**src/rtl/pipeline_stall_controller_if.sv**
```systemverilog
// Hazard inputs and per-stage control outputs shared between the pipeline
// datapath (master) and the stall/flush sequencer (slave).
interface pipeline_stall_controller_if #(
    parameter int CNT_W = 32
);
    logic [4:0]       rs1_id;
    logic [4:0]       rs2_id;
    logic [4:0]       id_ex_rd;
    logic             id_ex_memread;
    logic             branch_taken_ex;
    logic             ex_mdu_start;
    logic             mdu_done;
    logic             dmem_req;
    logic             dmem_ready;
    logic             fault_clr;

    logic             pc_write;
    logic             if_id_write;
    logic             id_ex_write;
    logic             ex_mem_write;
    logic             mem_wb_write;
    logic             if_id_flush;
    logic             id_ex_bubble;
    logic             ex_mem_bubble;
    logic             mem_wb_bubble;
    logic             fault;
    logic [CNT_W-1:0] stall_cnt;
    logic [CNT_W-1:0] flush_cnt;

    modport master (
        output rs1_id, rs2_id, id_ex_rd, id_ex_memread, branch_taken_ex,
               ex_mdu_start, mdu_done, dmem_req, dmem_ready, fault_clr,
        input  pc_write, if_id_write, id_ex_write, ex_mem_write, mem_wb_write,
               if_id_flush, id_ex_bubble, ex_mem_bubble, mem_wb_bubble,
               fault, stall_cnt, flush_cnt
    );

    modport slave (
        input  rs1_id, rs2_id, id_ex_rd, id_ex_memread, branch_taken_ex,
               ex_mdu_start, mdu_done, dmem_req, dmem_ready, fault_clr,
        output pc_write, if_id_write, id_ex_write, ex_mem_write, mem_wb_write,
               if_id_flush, id_ex_bubble, ex_mem_bubble, mem_wb_bubble,
               fault, stall_cnt, flush_cnt
    );
endinterface

```
**src/rtl/pipeline_stall_controller.sv**
```systemverilog
// Prioritised stall/flush sequencer: memory wait, MDU hold, branch flush and
// load-use, with memory-timeout fault and saturating stall/flush counters.
module pipeline_stall_controller #(
    parameter int TIMEOUT = 255,
    parameter int CNT_W   = 32
) (
    input  logic                        clk,
    input  logic                        reset_n,
    pipeline_stall_controller_if.slave  bus
);
    localparam int WAIT_W = $clog2(TIMEOUT + 1);
    localparam logic [WAIT_W-1:0] WAIT_LAST = WAIT_W'(TIMEOUT - 1);
    localparam logic [WAIT_W-1:0] WAIT_ONE  = WAIT_W'(1);
    localparam logic [CNT_W-1:0]  CNT_ONE   = CNT_W'(1);

    localparam logic [1:0] ST_RUN      = 2'b00;
    localparam logic [1:0] ST_MDU_WAIT = 2'b01;
    localparam logic [1:0] ST_FAULT    = 2'b10;

    logic [1:0]        state_q, state_d;
    logic [WAIT_W-1:0] wait_cnt_q, wait_cnt_d;
    logic [CNT_W-1:0]  stall_cnt_q, stall_cnt_d;
    logic [CNT_W-1:0]  flush_cnt_q, flush_cnt_d;

    logic mem_stall_s, mdu_hold_s, load_use_s, in_fault_s, timeout_s, flush_win_s;
    logic pc_write_s, if_id_write_s, id_ex_write_s, ex_mem_write_s, mem_wb_write_s;
    logic if_id_flush_s, id_ex_bubble_s, ex_mem_bubble_s, mem_wb_bubble_s, fault_s;

    assign in_fault_s  = (state_q == ST_FAULT);
    assign mem_stall_s = bus.dmem_req & ~bus.dmem_ready;
    assign mdu_hold_s  = bus.ex_mdu_start & ~bus.mdu_done & ~in_fault_s;
    assign load_use_s  = bus.id_ex_memread & (bus.id_ex_rd != 5'd0) &
                         ((bus.id_ex_rd == bus.rs1_id) | (bus.id_ex_rd == bus.rs2_id));
    assign timeout_s   = ~in_fault_s & mem_stall_s & (wait_cnt_q == WAIT_LAST);

    // Priority resolution of the hazard sources into stage controls.
    always_comb begin
        pc_write_s      = 1'b1;
        if_id_write_s   = 1'b1;
        id_ex_write_s   = 1'b1;
        ex_mem_write_s  = 1'b1;
        mem_wb_write_s  = 1'b1;
        if_id_flush_s   = 1'b0;
        id_ex_bubble_s  = 1'b0;
        ex_mem_bubble_s = 1'b0;
        mem_wb_bubble_s = 1'b0;
        fault_s         = 1'b0;
        flush_win_s     = 1'b0;
        if (in_fault_s) begin
            pc_write_s     = 1'b0;
            if_id_write_s  = 1'b0;
            id_ex_write_s  = 1'b0;
            ex_mem_write_s = 1'b0;
            mem_wb_write_s = 1'b0;
            fault_s        = 1'b1;
        end else if (mem_stall_s) begin
            pc_write_s      = 1'b0;
            if_id_write_s   = 1'b0;
            id_ex_write_s   = 1'b0;
            ex_mem_write_s  = 1'b0;
            mem_wb_bubble_s = 1'b1;
        end else if (mdu_hold_s) begin
            pc_write_s      = 1'b0;
            if_id_write_s   = 1'b0;
            id_ex_write_s   = 1'b0;
            ex_mem_bubble_s = 1'b1;
        end else if (bus.branch_taken_ex) begin
            if_id_flush_s  = 1'b1;
            id_ex_bubble_s = 1'b1;
            flush_win_s    = 1'b1;
        end else if (load_use_s) begin
            pc_write_s     = 1'b0;
            if_id_write_s  = 1'b0;
            id_ex_bubble_s = 1'b1;
        end else begin
            flush_win_s = 1'b0;
        end
    end

    // Next state, timeout counter and saturating performance counters.
    always_comb begin
        state_d = state_q;
        case (state_q)
            ST_RUN: begin
                if (timeout_s)
                    state_d = ST_FAULT;
                else if (bus.ex_mdu_start & ~bus.mdu_done & ~mem_stall_s)
                    state_d = ST_MDU_WAIT;
                else
                    state_d = ST_RUN;
            end
            ST_MDU_WAIT: begin
                if (timeout_s)
                    state_d = ST_FAULT;
                else if (bus.mdu_done & ~mem_stall_s)
                    state_d = ST_RUN;
                else
                    state_d = ST_MDU_WAIT;
            end
            ST_FAULT: begin
                if (bus.fault_clr)
                    state_d = ST_RUN;
                else
                    state_d = ST_FAULT;
            end
            default: state_d = ST_RUN;
        endcase

        if (in_fault_s || timeout_s)
            wait_cnt_d = '0;
        else if (mem_stall_s)
            wait_cnt_d = wait_cnt_q + WAIT_ONE;
        else
            wait_cnt_d = '0;

        if (~in_fault_s && ~pc_write_s && (stall_cnt_q != {CNT_W{1'b1}}))
            stall_cnt_d = stall_cnt_q + CNT_ONE;
        else
            stall_cnt_d = stall_cnt_q;

        if (flush_win_s && (flush_cnt_q != {CNT_W{1'b1}}))
            flush_cnt_d = flush_cnt_q + CNT_ONE;
        else
            flush_cnt_d = flush_cnt_q;
    end

    // State and counter registers.
    always_ff @(posedge clk or negedge reset_n) begin
        if (!reset_n) begin
            state_q     <= ST_RUN;
            wait_cnt_q  <= '0;
            stall_cnt_q <= '0;
            flush_cnt_q <= '0;
        end else begin
            state_q     <= state_d;
            wait_cnt_q  <= wait_cnt_d;
            stall_cnt_q <= stall_cnt_d;
            flush_cnt_q <= flush_cnt_d;
        end
    end

    // Controls are forced inactive for as long as reset is held.
    assign bus.pc_write      = reset_n & pc_write_s;
    assign bus.if_id_write   = reset_n & if_id_write_s;
    assign bus.id_ex_write   = reset_n & id_ex_write_s;
    assign bus.ex_mem_write  = reset_n & ex_mem_write_s;
    assign bus.mem_wb_write  = reset_n & mem_wb_write_s;
    assign bus.if_id_flush   = reset_n & if_id_flush_s;
    assign bus.id_ex_bubble  = reset_n & id_ex_bubble_s;
    assign bus.ex_mem_bubble = reset_n & ex_mem_bubble_s;
    assign bus.mem_wb_bubble = reset_n & mem_wb_bubble_s;
    assign bus.fault         = reset_n & fault_s;
    assign bus.stall_cnt     = stall_cnt_q;
    assign bus.flush_cnt     = flush_cnt_q;
endmodule

```
**src/flat_wrapper.sv**
```systemverilog
// flat-port wrapper written by rule: the top's interface ports become plain ports
module pipeline_stall_controller_flat 
#(
    parameter int TIMEOUT = 255,
    parameter int CNT_W   = 32
)
  (clk, reset_n, bus_rs1_id, bus_rs2_id, bus_id_ex_rd, bus_id_ex_memread, bus_branch_taken_ex, bus_ex_mdu_start, bus_mdu_done, bus_dmem_req, bus_dmem_ready, bus_fault_clr, bus_pc_write, bus_if_id_write, bus_id_ex_write, bus_ex_mem_write, bus_mem_wb_write, bus_if_id_flush, bus_id_ex_bubble, bus_ex_mem_bubble, bus_mem_wb_bubble, bus_fault, bus_stall_cnt, bus_flush_cnt);
  pipeline_stall_controller_if #(.CNT_W(CNT_W)) bus_i ();
  input  logic clk;
  input  logic reset_n;
  input wire logic [$bits(bus_i.rs1_id)-1:0] bus_rs1_id;
  input wire logic [$bits(bus_i.rs2_id)-1:0] bus_rs2_id;
  input wire logic [$bits(bus_i.id_ex_rd)-1:0] bus_id_ex_rd;
  input wire logic [$bits(bus_i.id_ex_memread)-1:0] bus_id_ex_memread;
  input wire logic [$bits(bus_i.branch_taken_ex)-1:0] bus_branch_taken_ex;
  input wire logic [$bits(bus_i.ex_mdu_start)-1:0] bus_ex_mdu_start;
  input wire logic [$bits(bus_i.mdu_done)-1:0] bus_mdu_done;
  input wire logic [$bits(bus_i.dmem_req)-1:0] bus_dmem_req;
  input wire logic [$bits(bus_i.dmem_ready)-1:0] bus_dmem_ready;
  input wire logic [$bits(bus_i.fault_clr)-1:0] bus_fault_clr;
  output wire logic [$bits(bus_i.pc_write)-1:0] bus_pc_write;
  output wire logic [$bits(bus_i.if_id_write)-1:0] bus_if_id_write;
  output wire logic [$bits(bus_i.id_ex_write)-1:0] bus_id_ex_write;
  output wire logic [$bits(bus_i.ex_mem_write)-1:0] bus_ex_mem_write;
  output wire logic [$bits(bus_i.mem_wb_write)-1:0] bus_mem_wb_write;
  output wire logic [$bits(bus_i.if_id_flush)-1:0] bus_if_id_flush;
  output wire logic [$bits(bus_i.id_ex_bubble)-1:0] bus_id_ex_bubble;
  output wire logic [$bits(bus_i.ex_mem_bubble)-1:0] bus_ex_mem_bubble;
  output wire logic [$bits(bus_i.mem_wb_bubble)-1:0] bus_mem_wb_bubble;
  output wire logic [$bits(bus_i.fault)-1:0] bus_fault;
  output wire logic [$bits(bus_i.stall_cnt)-1:0] bus_stall_cnt;
  output wire logic [$bits(bus_i.flush_cnt)-1:0] bus_flush_cnt;
  assign bus_i.rs1_id = bus_rs1_id;
  assign bus_i.rs2_id = bus_rs2_id;
  assign bus_i.id_ex_rd = bus_id_ex_rd;
  assign bus_i.id_ex_memread = bus_id_ex_memread;
  assign bus_i.branch_taken_ex = bus_branch_taken_ex;
  assign bus_i.ex_mdu_start = bus_ex_mdu_start;
  assign bus_i.mdu_done = bus_mdu_done;
  assign bus_i.dmem_req = bus_dmem_req;
  assign bus_i.dmem_ready = bus_dmem_ready;
  assign bus_i.fault_clr = bus_fault_clr;
  assign bus_pc_write = bus_i.pc_write;
  assign bus_if_id_write = bus_i.if_id_write;
  assign bus_id_ex_write = bus_i.id_ex_write;
  assign bus_ex_mem_write = bus_i.ex_mem_write;
  assign bus_mem_wb_write = bus_i.mem_wb_write;
  assign bus_if_id_flush = bus_i.if_id_flush;
  assign bus_id_ex_bubble = bus_i.id_ex_bubble;
  assign bus_ex_mem_bubble = bus_i.ex_mem_bubble;
  assign bus_mem_wb_bubble = bus_i.mem_wb_bubble;
  assign bus_fault = bus_i.fault;
  assign bus_stall_cnt = bus_i.stall_cnt;
  assign bus_flush_cnt = bus_i.flush_cnt;
  pipeline_stall_controller #(.TIMEOUT(TIMEOUT), .CNT_W(CNT_W)) u_core (.clk(clk), .reset_n(reset_n), .bus(bus_i));
endmodule
```
**config.mk**
```make
export PLATFORM = sky130hd
export DESIGN_NAME = pipeline_stall_controller_flat
export DESIGN_NICKNAME = d
export VERILOG_FILES = /design/src/rtl/pipeline_stall_controller_if.sv /design/src/rtl/pipeline_stall_controller.sv /design/src/flat_wrapper.sv
export SDC_FILE = /design/constraint.sdc
export NUM_CORES = 1
export LEC_CHECK = 0
export ABC_CLOCK_PERIOD_IN_PS = 2950
export CAP_MARGIN = 10
export CORE_MARGIN = 2
export CORE_UTILIZATION = 53
export DETAILED_ROUTE_END_ITERATION = 7
export PLACE_DENSITY = 0.86
export SLEW_MARGIN = 10
export SYNTH_ARGS = -nofsm -noshare
export SYNTH_HDL_FRONTEND = slang
export SYNTH_SLANG_ARGS = --single-unit
export TNS_END_PERCENT = 1
```
**constraint.sdc**
```tcl
create_clock -name clk -period 2.95 [get_ports clk]
set_input_delay 0.4425 -clock clk [delete_from_list [all_inputs] [get_ports clk]]
set_output_delay 0.4425 -clock clk [all_outputs]
set_load 0.005 [all_outputs]
```
### Yosys cells after proc, flatten, opt, wreduce, memory -nomap -nowiden

Index checks and enable logic that the tools add are counted.

* register bits after elaboration: 74
* bits in latches: 0
* bits in writable memories: 0
* bits in read-only memories: 0
* input port bits: 24
* output and inout port bits: 74
* logic and storage cells: 78
* memories: 0

* $add $sub $neg: 3
* $mul: 0
* div/mod/pow operators: 0
* $lt $le $gt $ge: 0
* eq/ne operators: 7
* shift-type cells: 0
* muxes and demuxes: 34
* bitwise logic cells: 24
* reductions and logical operators: 6

Operator list (count)
* adder 32 x 1 -> 32 bit (second input constant): 2
* != test 32 bit (second input constant): 2
* 2-to-1 mux 1 bit: 28
* bitwise AND 1 bit: 18
* 2-to-1 mux 8 bit: 2
* == test 5 bit: 2
* adder 8 x 1 -> 8 bit (second input constant): 1
* == test 8 bit (second input constant): 1
* 2-to-1 mux 2 bit: 3
* case mux 2 bit (3 select lines): 1
* inverter 1 bit: 5
* nonzero test 5 bit: 1
* logical AND 1 bit: 3
* == test 2 x 1 -> 1 bit (second input constant): 1
* == test 2 bit (second input constant): 1
* logical NOT 2 bit: 1
* logical OR 1 bit: 1
* OR 1 bit: 1

### Depth between registers and ports, before layout

Gate-level depths: netlist of the first run.

* word-level depth: 11
* gate-level depth with buffers: 8
* mapped depth without buffers: 8

### Least setup slack after synthesis of the first run

No wires, ideal clock.

* path kind: input-to-output
* start: input bus_id_ex_rd[0]
* end: output bus_pc_write
* arrival: 1.709 ns
* data required time: 2.508 ns
* slack: 0.798 ns
* cell stages on the path: 5
* buffers on the path: 1
* cells stage by stage: or4_1 -> o21ai_1 -> nor2_1 -> a21boi_0 -> buf_4

* word-level cells in the longest chain between the ends: 9
* elaborated cells on any way between the ends: 12
* classes of those cells: eq/ne: 2; mux: 5; bitwise: 4; reduce/logical: 1

Ends and longest elaborated chain
* start: declaration: RTL line flat_wrapper.sv:13 `input wire logic [$bits(bus_i.id_ex_rd)-1:0] bus_id_ex_rd;`
* == test 5 bit / nonzero test 5 bit (equally long branches): RTL line pipeline_stall_controller.sv:33, pipeline_stall_controller.sv:32
* OR 1 bit / bitwise AND 1 bit (equally long branches): RTL line pipeline_stall_controller.sv:33, pipeline_stall_controller.sv:32
* bitwise AND 1 bit (*): RTL line pipeline_stall_controller.sv:32 `assign load_use_s = bus.id_ex_memread & (bus.id_ex_rd != 5'd0) &`
* 2-to-1 mux 1 bit (*) (5 in series)
* bitwise AND 1 bit (*)
* end: declaration: RTL line flat_wrapper.sv:21 `output wire logic [$bits(bus_i.pc_write)-1:0] bus_pc_write;`

Every way passes the cells marked *; elsewhere a longest branch is shown, timed or not.

### Worst setup path after layout of the first run

* start: input bus_id_ex_rd[0]
* end: output bus_if_id_write

* word-level cells in the longest chain between the ends: 9
* elaborated cells on any way between the ends: 12
* classes of those cells: eq/ne: 2; mux: 5; bitwise: 4; reduce/logical: 1

Ends and longest elaborated chain
* == test 5 bit / nonzero test 5 bit (equally long branches): RTL line pipeline_stall_controller.sv:33, pipeline_stall_controller.sv:32
* OR 1 bit / bitwise AND 1 bit (equally long branches): RTL line pipeline_stall_controller.sv:33, pipeline_stall_controller.sv:32
* bitwise AND 1 bit (*): RTL line pipeline_stall_controller.sv:32
* 2-to-1 mux 1 bit (*): RTL line pipeline_stall_controller.sv:71 `end else if (load_use_s) begin`
* 2-to-1 mux 1 bit (*): RTL line pipeline_stall_controller.sv:67 `end else if (bus.branch_taken_ex) begin`
* 2-to-1 mux 1 bit (*): RTL line pipeline_stall_controller.sv:62 `end else if (mdu_hold_s) begin`
* 2-to-1 mux 1 bit (*): RTL line pipeline_stall_controller.sv:56 `end else if (mem_stall_s) begin`
* 2-to-1 mux 1 bit (*): RTL line pipeline_stall_controller.sv:49 `if (in_fault_s) begin`
* bitwise AND 1 bit (*): RTL line pipeline_stall_controller.sv:144 `assign bus.if_id_write = reset_n & if_id_write_s;`
* end: declaration: RTL line flat_wrapper.sv:22 `output wire logic [$bits(bus_i.if_id_write)-1:0] bus_if_id_write;`

Marks and branches as above.

==> run_results.csv, run 1 <==
group,metric,value,unit
floorplanning,design.die.area,7830,µm²
critical_path,criticalPathCategory,"in -> out",
critical_path,reg2regPathDepth,7,
sta,rsz_0062_raised_after_global_routing,"no",
pwr,vdd_ir_drop_max,0.000387,V
critical_path,critPathArrivalTime,2.44,ns
critical_path,r2r_setup_slack,0.92,ns
route,dr.max_layer_used,"met4",
job,maxCapViolations,0,
sta,max_freq,0.346,GHz
route,met3RoutedLength,427,µm
pwr,p_switching,664,µW
synthesis,synth.ff_latch_count,74,
place,detailedPlacementHpwl,6250,µm
floorplanning,io_pins,98,
global_route,grt_overflow,0,
route,detailroute.via_count,3117,
pwr,cell_pwr_density,499,nW/µm²
synthesis,ys_async_sr_fraction,100,%
clock_network,clk_root_buffer_cell,"clkbuf_8",
floorplanning,floorplan.die.height,88.5,µm
route,routed_wl,8550,µm
clock_network,clock_tree.htree_level_count,3,
layout,multi_input_area,1870,µm²
clock_network,clock_tree_from_tritoncts,"done",
route,wl_met1,3760,µm
clock_network,cts_made_buffers,9,
synthesis,synth-compound-area-share,3.41,%
worst_hold_path,min_delay_path_class,"in -> async",
floorplanning,row_count,30,
place,placedInstanceArea,4900,µm²
route,drt_pass1_iterations,4,
sta,hold_ws,0.413,ns
sta,report.final.slew_viol_count,0,
synthesis,dominantRegCellSynth,"dfrtp_1",
pwr,cellLeakagePower,2.18,nW
clock_network,cts.sinks,74,
floorplanning,x_dimension_of_the_die,88.5,µm
synthesis,synth-xor-area-share,17.8,%
layout,layout.nets,505,
layout,antennaDiodeCount,0,
synthesis,seq_area_frac_synth,49.0,%
run_status,outcome,"complete, no violations",
route,route.antenna.remaining_nets,0,
floorplanning,initial_core_util,55.1,%
pwr,switching_share,25.9,%
critical_path,setup.worst_path.end_class,"output pin",
critical_path,rr_endpoint,"u_core.bus.flush_cnt[5]$_DFFE_PN0P_",
layout,area.growth.synth_to_final,35.9,%
synthesis,synth.area.mux_share,0.595,%
layout,layout.core_utilization,74.8,%
critical_path,required_time_of_the_worst_setup_path,2.51,ns
synthesis,largest_family_of_logic_cells_by_synthesized_area,"simple AND/OR/NAND/NOR gates",
floorplanning,core_area,6870,µm²
global_route,gr-usage-all-layers,23.0,%
critical_path,crit_path_start_kind,"input pin",
sta,finalHoldViolCount,0,
global_route,grt_pass1_wl,14100,µm
pwr,internal-power,1.90,mW
pwr,clock_power_share,34.2,%
synthesis,synth_edf_count,0,
synthesis,yosys_warnings,0,
layout,cell_area_after_layout,5140,µm²
synthesis,synthesized_area_fraction_occupied_by_and_or_nand_nor_cells,26.0,%
synthesis,yosys.area_share.adder,1.32,%
route,detailedRoute.firstIterationViolations,127,
route,wl_met2,4210,µm
layout,register_area,1850,µm²
pwr,totalPowerFinal,2.56,mW
clock_network,insertion_delay,0.34,ns
sta,finalCritPeriodShare,97.9,%
synthesis,synth_area_per_cell,10.3,µm²
synthesis,post_synth_instance_area,3780,µm²
route,drc,0,
layout,layout-drive-gt1-share,9.34,%
layout,final.fill_count,488,
synthesis,synthesis.nets,395,
place,port_buffer_count,97,
sta,fin_crit,2.89,ns
global_route,number_of_global_route_vias_before_repair,3041,
sta,fin_worst_skew,0.0124,ns
global_route,grt_start_max_net_pins,75,
critical_path,cp-startpoint,"bus_id_ex_rd[0]",
global_route,antenna_found_initial,0,
critical_path,crit_end,"bus_if_id_write",
route,avgRoutedWirePerCell,14.8,µm
synthesis,synthesis.instances,367,
critical_path,worst_path_fanout_max,3,
clock_network,clk_path_buf_depth,2,
place,place.gp.congestion,0.857,
pwr,share_of_power_burned_in_registers,47.4,%
clock_network,cts.reportedPaths.clkPinSlew,0.07,ns
sta,slew_headroom,38.7,%
pwr,relative_contribution_of_combinational_cells_to_total_power,18.4,%
sta,finalSetupViolCount,0,
route,vias_per_instance,5.39,
critical_path,r2r-start,"u_core.bus.flush_cnt[0]$_DFFE_PN0P_",
synthesis,synthDistinctLibCells,45,
sta,worst_slew_pin_slew,0.919,ns
==> sequential cells by signal (all words and copies together) (netlist names) <==
signal                cells
u_core.wait_cnt_q         8
u_core.bus.stall_cnt     32
u_core.bus.flush_cnt     32
u_core.state_q            2
==> final cells by class <==
type | instances | area share (%)
well taps | 96 | 2.34
repair buffers | 105 | 20.0
multi-input cells | 276 | 36.4
clock buffers | 11 | 2.75
inverters | 11 | 0.803
clock inverters | 5 | 1.66
flip-flops and latches | 74 | 36.0
==> synthesized netlist by cell type, types with 2 or more instances <==
cell      instances  area [µm²]
nor3_1           12        60.1
mux2_2            2        22.5
xnor2_1          53         464
nand4_1          27         169
dfrtp_1          74        1850
nor2_2            2        12.5
a21oi_1           3        15.0
inv_1            11        41.3
nor2b_1           2        12.5
ha_1              4        50.1
xor2_1           24         210
clkbuf_1          2        7.51
or4_1             2        15.0
and4_1            5        43.8
nand3_1          34         170
and2_1            4        25.0
buf_2             3        15.0
nor2_1           38         143
nand2_1          27         101
and3_1           13        81.3
==> cell usage in the layout, fill, tap and decap left out, types with 2 or more instances in the layout <==
cell type         n
and4_1            5
clkbuf_8         10
nor3_1           12
nor2_1           38
clkdlybuf4s50_1  95
ha_1              4
bufinv_16         2
nand3_1          34
and3_1           13
nor2b_1           2
mux2_2            2
a21oi_1           3
xor2_1           24
buf_4             8
and2_1            4
inv_1            11
xnor2_1          53
nand4_1          27
dfrtp_1          74
nor2_2            2
nand2_1          27
==> cell families after synthesis <==
group / count (synthesis)
fa+ha+maj: 4
mux: 2
simple gates: 179
buf+inv: 17
xor+xnor: 77
flops: 74
compound gates: 14
==> worst max-delay path, cell delays in order <==
cell and delay (ns):
clkdlybuf4s50_1 0.48, or4_4 0.56, o21ai_2 0.14, nor2_1 0.08, a21boi_1 0.21, clkdlybuf4s50_1 0.53
==> timing repair <==
action,4_1_cts,5_1_grt
pin swaps,1,1
resized for setup,1,4
setup buffers,0,0
endpoints found under the setup margin,2,2
hold buffers,0,0
==> per-layer routing <==
metal / global-route usage [%] / vias up
met5: 0 / -
met3: 4.66 / 16
met4: 9.50 / 0
met2: 36.3 / 104
met1: 31.1 / 1515
li1: - / 1482
==> through the flow <==
step / TNS, ns / setup WS, ns / instances
2_1_floorplan: 0 / 0.798 / 367
3_3_place_gp: 0 / 0.0289 / 562
3_5_place_dp: -0.180 / -0.102 / 562
4_1_cts: 0 / 0.00718 / 578
5_1_grt: 0 / 0.0155 / 578
6_report: 0 / 0.0632 / 578
==> power groups by stage <==
stage / clock (mW) / combinational, mW / sequential [mW]
finish: 0.877 / 0.472 / 1.21
global route: 0.948 / 0.519 / 1.23
CTS: 0.895 / 0.475 / 1.21
detailed placement: 0 / 0.472 / 1.23
global placement: 0 / 0.455 / 1.23
floorplan: 0 / 0.190 / 1.22
==> how the worst min path moves through the flow <==
stage	endpoint	cells past startpoint
floorplan	u_core.bus.flush_cnt[0]$_DFFE_PN0P_	0
global placement	u_core.wait_cnt_q[0]$_DFF_PN0_	1
global route	u_core.state_q[0]$_DFF_PN0_	2
finish	u_core.wait_cnt_q[7]$_DFF_PN0_	2
CTS	u_core.bus.stall_cnt[28]$_DFFE_PN0P_	2
detailed placement	u_core.wait_cnt_q[0]$_DFF_PN0_	1
No activity file was read; power rests on OpenSTA's default activity.
==> run 2, diff against run 1 <==
MAX_ROUTING_LAYER = met4   (was default)
==> run_results.csv, run 2 (synthesis results as in run 1) <==
group,metric,value,unit
critical_path,r2r_setup_slack,0.93,ns
floorplanning,floorplan.die.height,88.5,µm
pwr,p_switching,663,µW
run_status,outcome,"complete, no violations",
place,place.gp.congestion,0.870,
floorplanning,row_count,30,
clock_network,post_cts_buffers,0,
route,detailedRoute.firstIterationViolations,122,
layout,register_area,1850,µm²
route,vias_per_instance,5.39,
layout,layout.nets,505,
critical_path,reg2regPathDepth,7,
layout,layout.cells.most_common,"clkdlybuf4s50_1",
sta,slew_headroom,38.6,%
layout,layout-drive-gt1-share,9.34,%
clock_network,clk_path_buf_depth,2,
pwr,internal-power,1.90,mW
place,cell_count_after_placement,562,
layout,multi_input_area,1870,µm²
critical_path,crit_path_start_kind,"input pin",
route,drc,0,
critical_path,worstPathCellList,"clkdlybuf4s50_1, or4_4, o21ai_2, nor2_1, a21boi_1, clkdlybuf4s50_1",
sta,max_freq,0.346,GHz
place,port_buffer_count,97,
job,maxCapViolations,0,
sta,finalHoldViolCount,0,
critical_path,required_time_of_the_worst_setup_path,2.51,ns
global_route,gr-usage-all-layers,23.7,%
pwr,cellLeakagePower,2.18,nW
critical_path,critical_path_buf_inv_count,2,
critical_path,worst_path_fanout_max,3,
critical_path,critical-path-top-cell-by-count,"clkdlybuf4s50_1",
critical_path,r2r-start,"u_core.bus.flush_cnt[0]$_DFFE_PN0P_",
sta,finalCritPeriodShare,97.9,%
critical_path,worst_path_dominant_cell_family,"buffers and inverters",
floorplanning,core_area,6870,µm²
critical_path,setup.worst_path.end_class,"output pin",
pwr,clock_power_share,34.2,%
global_route,grt_overflow,0,
layout,antennaDiodeCount,0,
critical_path,rr_endpoint,"u_core.bus.flush_cnt[5]$_DFFE_PN0P_",
clock_network,cts_made_buffers,9,
global_route,number_of_global_route_vias_before_repair,3042,
route,routed_wl,8520,µm
global_route,grt_start_max_net_pins,75,
clock_network,clock_tree.htree_level_count,3,
pwr,switching_share,25.9,%
route,detailroute.via_count,3115,
critical_path,crit_path_top_delay_cell,"or4_4",
critical_path,critPathArrivalTime,2.44,ns
pwr,cell_pwr_density,498,nW/µm²
clock_network,insertion_delay,0.34,ns
pwr,vdd_ir_drop_max,0.000388,V
clock_network,cts.reportedPaths.clkPinSlew,0.07,ns
place,placedInstanceArea,4900,µm²
clock_network,clock_tree_from_tritoncts,"done",
global_route,antenna_found_initial,0,
pwr,share_of_power_burned_in_registers,47.4,%
layout,final_cell_mix,"clkdlybuf4s50_1, dfrtp_1, xnor2_1, nor2_1, nand3_1",
route,drt_pass1_iterations,4,
sta,report.final.slew_viol_count,0,
layout,area.growth.synth_to_final,35.9,%
floorplanning,x_dimension_of_the_die,88.5,µm
critical_path,criticalPathCategory,"in -> out",
sta,hold_ws,0.413,ns
worst_hold_path,min_delay_path_class,"in -> async",
critical_path,worst_path_largest_cell_delay,0.56,ns
route,avgRoutedWirePerCell,14.7,µm
clock_network,clk_root_buffer_cell,"clkbuf_8",
sta,finalSetupViolCount,0,
layout,final_cell_count_no_fill,578,
floorplanning,initial_core_util,55.1,%
layout,final.fill_count,488,
sta,sum_of_negative_setup_slack,0,ns
layout,cell_area_after_layout,5140,µm²
sta,rsz_0062_raised_after_global_routing,"no",
pwr,relative_contribution_of_combinational_cells_to_total_power,18.4,%
sta,fin_crit,2.89,ns
clock_network,cts.sinks,74,
floorplanning,io_pins,98,
sta,worst_slew_pin_slew,0.922,ns
global_route,grt_pass1_wl,14100,µm
route,route.antenna.remaining_nets,0,
floorplanning,design.die.area,7830,µm²
sta,fin_worst_skew,0.0120,ns
clock_network,cts.hold.buffers_added,0,
place,detailedPlacementHpwl,6250,µm
## run 2: worst reg2reg max path, cell delays in order (launching register included)
cell	delay [ns]
dfrtp_1	0.44
ha_1	0.23
and2_1	0.20
and4_1	0.24
a31oi_2	0.33
and2_4	0.23
nand3_1	0.09
xnor2_1	0.14
## run 2: repair_timing
item	in CTS	in global routing
gates resized for setup	1	4
pin swaps	1	1
setup endpoints to repair	2	2
cloned	0	0
## run 2: stage by stage
step | setup WS [ns] | power [mW] | utilization [%]
4_1_cts | 0.00718 | 2.58 | 74.6
3_3_place_gp | 0.0289 | 1.68 | 71.3
2_1_floorplan | 0.798 | 1.41 | -
3_5_place_dp | -0.102 | 1.70 | 71.3
6_report | 0.0632 | 2.56 | 74.8
5_1_grt | 0.0155 | 2.70 | 74.8
## run 2: power groups by stage
stage	clock, mW	sequential [mW]	combinational [mW]
final	0.876	1.21	0.472
after global routing	0.948	1.23	0.519
after floorplan	0	1.22	0.190
after global placement	0	1.23	0.455
after detailed placement	0	1.23	0.472
after CTS	0.895	1.21	0.475
## run 2: metal layers
layer | routed length (µm) | GRT usage, % | vias up
met1 | 3750 | 31.3 | 1507
met5 | 0 | - | -
met4 | 165 | 9.50 | 0
met3 | 392 | 4.38 | 18
met2 | 4210 | 36.4 | 105
li1 | - | - | 1485
## run 2: worst max-delay path by stage
stage	end	start	depth (start not counted)
finish	bus_if_id_write	bus_id_ex_rd[0]	6
detailed placement	bus_pc_write	bus_id_ex_rd[0]	6
floorplan	bus_pc_write	bus_id_ex_rd[0]	5
CTS	bus_pc_write	bus_id_ex_rd[0]	6
global route	bus_if_id_write	bus_id_ex_rd[0]	6
global placement	bus_pc_write	bus_id_ex_rd[0]	6
## run 2: layout make-up
| cell class | count | share of cell area (%) |
|---|---|---|
| clock inverters | 5 | 1.66 |
| clock buffers | 11 | 2.75 |
| flip-flops and latches | 74 | 36.0 |
| multi-input cells | 276 | 36.4 |
| well taps | 96 | 2.34 |
| repair buffers | 105 | 20.0 |
| inverters | 11 | 0.803 |
